[config.mk]
export PLATFORM = sky130hd
export DESIGN_NAME = inst_queue
export DESIGN_NICKNAME = d
export VERILOG_FILES = /design/src/rtl/inst_queue.sv
export SDC_FILE = /design/constraint.sdc
export NUM_CORES = 1
export LEC_CHECK = 0
export ABC_CLOCK_PERIOD_IN_PS = 15900
export CAP_MARGIN = 20
export CORE_UTILIZATION = 35
export CTS_CLUSTER_SIZE = 28
export DETAILED_ROUTE_END_ITERATION = 10
export PLACE_DENSITY = 0.53
export SLEW_MARGIN = 20
export SYNTH_ARGS = -nofsm -noshare
export SYNTH_HDL_FRONTEND = slang
export SYNTH_SLANG_ARGS = --single-unit
[constraint.sdc]
create_clock -name clk -period 15.9 [get_ports clk]
set_clock_uncertainty 0.15 [all_clocks]
set_input_delay 3.18 -clock clk [delete_from_list [all_inputs] [get_ports clk]]
set_output_delay 3.18 -clock clk [all_outputs]
set_load 0.05 [all_outputs]
[src/rtl/inst_queue.sv]
// Dual-issue instruction queue between the I-cache fetch stage and decode.
// Two write lanes (tail, tail+1) and two read lanes (head, head+1) over a DEPTH-entry ring.

module inst_queue_lane #(
  parameter  int DEPTH = 8,
  parameter  int LANE  = 0,
  localparam int PTR_W = $clog2(DEPTH)
) (
  input  logic [PTR_W-1:0] tail,
  input  logic [PTR_W-1:0] head,
  input  logic [PTR_W:0]   count,
  input  logic [1:0]       enq_n,
  input  logic [31:0]      in_pc,
  output logic             wr_en,
  output logic [PTR_W-1:0] wr_idx,
  output logic [31:0]      wr_pc,
  output logic             rd_vld,
  output logic [PTR_W-1:0] rd_idx
);
  // Pointer sums wrap modulo DEPTH through the PTR_W-bit width.
  assign wr_en  = enq_n > 2'(LANE);
  assign wr_idx = tail + PTR_W'(LANE);
  assign wr_pc  = in_pc + 32'(4 * LANE);
  assign rd_vld = count > (PTR_W+1)'(LANE);
  assign rd_idx = head + PTR_W'(LANE);
endmodule

module inst_queue #(
  parameter  int DEPTH = 8,
  localparam int PTR_W = $clog2(DEPTH)
) (
  input  logic             clk,
  input  logic             rst,
  input  logic             flush,
  input  logic             in_valid1,
  input  logic             in_valid2,
  input  logic [31:0]      in_pc,
  input  logic [31:0]      in_inst1,
  input  logic [31:0]      in_inst2,
  output logic             iq_full,
  output logic             out_valid1,
  output logic             out_valid2,
  output logic [31:0]      out_inst1,
  output logic [31:0]      out_pc1,
  output logic [31:0]      out_inst2,
  output logic [31:0]      out_pc2,
  input  logic [1:0]       deq_num,
  output logic [PTR_W:0]   iq_count
);
  localparam int NUM_LANES = 2;

  logic [PTR_W-1:0] head_q, head_d, tail_q, tail_d;
  logic [PTR_W:0]   count_q, count_d;
  logic [1:0]       enq_n, deq_sat, deq_eff;

  logic [31:0] pc_mem   [DEPTH];
  logic [31:0] inst_mem [DEPTH];

  logic [NUM_LANES-1:0]            wr_en, rd_vld;
  logic [NUM_LANES-1:0][PTR_W-1:0] wr_idx, rd_idx;
  logic [NUM_LANES-1:0][31:0]      wr_pc, wr_inst;

  assign wr_inst[0] = in_inst1;
  assign wr_inst[1] = in_inst2;

  // Full means fewer than two free slots, so a dual enqueue can never overflow.
  assign iq_full = count_q > (PTR_W+1)'(DEPTH - 2);
  assign enq_n   = (iq_full || !in_valid1) ? 2'd0 : (in_valid2 ? 2'd2 : 2'd1);
  assign deq_sat = deq_num[1] ? 2'd2 : {1'b0, deq_num[0]};
  assign deq_eff = ((PTR_W+1)'(deq_sat) > count_q) ? count_q[1:0] : deq_sat;

  genvar l;
  generate
    for (l = 0; l < NUM_LANES; l++) begin : g_lane
      inst_queue_lane #(.DEPTH(DEPTH), .LANE(l)) u_lane (
        .tail   (tail_q),
        .head   (head_q),
        .count  (count_q),
        .enq_n  (enq_n),
        .in_pc  (in_pc),
        .wr_en  (wr_en[l]),
        .wr_idx (wr_idx[l]),
        .wr_pc  (wr_pc[l]),
        .rd_vld (rd_vld[l]),
        .rd_idx (rd_idx[l])
      );
    end
  endgenerate

  always_comb begin
    head_d  = head_q + PTR_W'(deq_eff);
    tail_d  = tail_q + PTR_W'(enq_n);
    count_d = count_q + (PTR_W+1)'(enq_n) - (PTR_W+1)'(deq_eff);
    if (flush) begin
      head_d  = '0;
      tail_d  = '0;
      count_d = '0;
    end
  end

  always_ff @(posedge clk or negedge rst) begin
    if (!rst) begin
      head_q  <= '0;
      tail_q  <= '0;
      count_q <= '0;
    end else begin
      head_q  <= head_d;
      tail_q  <= tail_d;
      count_q <= count_d;
    end
  end

  // Payload array is intentionally not reset; validity comes from count_q alone.
  always_ff @(posedge clk) begin
    for (int i = 0; i < NUM_LANES; i++) begin
      if (wr_en[i] && !flush) begin
        pc_mem[wr_idx[i]]   <= wr_pc[i];
        inst_mem[wr_idx[i]] <= wr_inst[i];
      end
    end
  end

  assign out_valid1 = rd_vld[0];
  assign out_valid2 = rd_vld[1];
  assign out_pc1    = pc_mem[rd_idx[0]];
  assign out_inst1  = inst_mem[rd_idx[0]];
  assign out_pc2    = pc_mem[rd_idx[1]];
  assign out_inst2  = inst_mem[rd_idx[1]];
  assign iq_count   = count_q;
endmodule

==> results.json <==
{
  "end_kind": "output port",
  "p_leak_uw": 0.01227,
  "fin_crit_sh_pct": 54.93,
  "synth_flop_cell": "edfxtp_1",
  "place.gp.congestion": 0.7867,
  "min-delay-path-class": "reg -> reg",
  "ys_top_cells_by_area": "edfxtp_1 (49%), mux4_2 (18%), nand2_1 (12%)",
  "post-synth-top-area-fraction_pct": 49.30,
  "rsz0062_at_grt": "no",
  "cts.htree.levels": 2,
  "grt_max_degree": 157,
  "regArea_um2": 15640,
  "cts_tree": "yes",
  "multiInputGateArea_um2": 14600,
  "fin_area_um2": 36350,
  "hold_viol_final": 0,
  "clk_pin_slew_ns": 0.07,
  "vias_per_cell": 5.478,
  "yosysTopAreaCell": "edfxtp_1",
  "powerDensity_nw_per_um2": 180.1,
  "num_rows": 109,
  "maxCapViolCount": 0,
  "cts_buffer_depth": 3,
  "fin_crit_ns": 8.733,
  "ios": 238,
  "drt_pass1_iterations": 7,
  "clock-root-buffer": "clkbuf_16",
  "yosys.cell_count.top_type": "nand2_1",
  "drive_gt1_share_pct": 20.60,
  "worstPathArrival_ns": 5.40,
  "route.detailed.wl_per_inst_um": 26.66,
  "crit_required_ns": 12.57,
  "dp_cells": 3779,
  "synth.cell_area_um2": 31190,
  "ir_worst_vdd_v": 0.0002076,
  "fp.dieArea_um2": 90300,
  "wl_um": 103700,
  "power.share.combinational_pct": 53.9,
  "synth_cells": 2594,
  "die_y_um": 300.5,
  "clkPwrFrac_pct": 20.3,
  "clk_latency_ns": 0.63,
  "grt-ovfl-total": 0,
  "vias": 21310,
  "p_int_uw": 3766,
  "synth-edff-count": 512,
  "core_region_area_um2": 88370,
  "nFillCells": 8167,
  "area_delta_synth_final_pct": 16.55,
  "cts.sinks": 522,
  "cts_buffers": 58,
  "antenna_found_initial": 12,
  "synth_nets": 2715,
  "post_cts_resized": 0,
  "post_cts_buffers": 0,
  "fmax_mhz": 114.5,
  "relSlewSlack_pct": 23.26,
  "setup_tns_ns": 0,
  "yosysSeqAreaShare_pct": 50.10,
  "dp_hpwl_um": 61070,
  "placed_cell_area_um2": 34490,
  "ant_nets": 0,
  "grt_util_all_layers_pct": 22.86,
  "startpoint_type": "flip-flop",
  "async_flop_share_pct": 1.916,
  "p_total_uw": 6545,
  "cp_max_fo": 59,
  "status": "finished, final reports clean",
  "grt_pass1_wl_um": 149700,
  "finalSetupViolCount": 0,
  "grt_pass1_vias": 21850,
  "switchingPower_uw": 2779,
  "initial_utilization_pct": 35.29,
  "ys_ff_latch": 522,
  "die-width_um": 300.5,
  "synthTopCellsByCount": "nand2_1 (987), edfxtp_1 (512), mux4_2 (256)",
  "nNetsFinal": 2796,
  "seqPwrFrac_pct": 25.8,
  "slew_violations": 0,
  "path_class": "reg -> out",
  "stdcell_count": 3890,
  "worstMarginPinSlew_ns": 1.151,
  "switching_share_pct": 42.47,
  "first_iter_violations": 1991,
  "syn_area_per_cell_um2": 12.02,
  "hold_buffers": 0,
  "numPortBuffers": 237,
  "drc_errors": 0,
  "ys_types": 46,
  "yosys_warnings": 0
}
[stage by stage]
stage	setup slack (ns)	utilization (%)	hold slack, ns
after floorplan	6.793	-	0.4623
final	7.167	41.13	0.6466
after CTS	7.133	41.09	0.6301
after global placement	7.888	38.93	0.5677
after global routing	7.025	41.12	0.7189
after detailed placement	7.813	39.02	0.6092
[critical path, cell delays in order (launching register included)]
cell	delay [ns]
dfrtp_4	0.96
ha_4	0.58
buf_4	0.89
buf_4	0.73
mux4_2	0.41
mux2_2	0.36
clkdlybuf4s50_1	0.73
[metal layers]
metal,part of all wire (%),up-vias,global-route usage [%],wire (um)
met1,41,10900,29.91,42140
met3,8.1,184,4.863,8352
met2,48,905,37.82,50100
li1,-,9305,-,-
met4,2.9,16,7.191,3022
met5,0.10,-,0,108
[cell usage in the layout, fill, tap and decap left out, types with 8 or more instances in the layout]
master / n
and3_1: 8
buf_4: 35
clkbuf_1: 20
clkbuf_16: 59
clkdlybuf4s50_1: 237
clkinv_2: 9
edfxtp_1: 512
ha_1: 13
inv_1: 14
mux2_2: 128
mux4_2: 256
nand2_1: 986
nand3_1: 14
nor2_1: 57
nor2_4: 8
nor2b_1: 8
nor3_1: 13
xnor2_1: 199
xor2_1: 39
[flip-flops by register name (all words and copies together), names as in the netlist]
register  cells
pc_mem      256
inst_mem    256
tail_q        3
head_q        3
iq_count      4
[kinds of logic after synthesis]
logic type               count (synthesis)  share of synthesized area, %
AND/OR/NAND/NOR                       1144                         15.09
flip-flops                             522                         50.10
multiplexers                           385                         23.14
buffers and inverters                  271                         3.835
XOR/XNOR                               239                         6.712
adder cells (fa/ha/maj)                 18                        0.8185
AO/OA/AOI/OAI                           15                        0.2969
[worst paths after layout]
kind / slack [ns] / endpoint / depth (start not counted) / startpoint
min in group asynchronous: 2.73 / head_q[2] / 1 / rst
setup reg to reg: 11.60 / pc_mem[5][24] / 6 / tail_q[1]
hold / removal: 0.65 / tail_q[0] / 2 / tail_q[0]
setup / recovery: 7.17 / out_pc2[31] / 6 / head_q[0]
hold reg to reg: 0.65 / tail_q[0] / 2 / tail_q[0]
max in group asynchronous: 12.48 / head_q[1] / 1 / rst
[layout make-up]
class                      count  share of cell area, %
tap                         1165                  4.010
antenna                        2                0.01377
clock buffer                  81                  4.344
multi-input combinational   1801                  40.17
timing repair buffer         277                  7.608
inverter                      15                 0.1549
clock inverter                27                 0.6816
sequential                   522                  43.02
[power by group through the flow]
stage	sequential (uW)	clock (uW)	combinational, uW
floorplan	1670	0	2490
global placement	1720	0	3530
detailed placement	1720	0	3540
CTS	1690	1350	3560
global route	1700	1390	3680
finish	1690	1330	3530
Note: power is estimated with default switching activity, not from simulation.
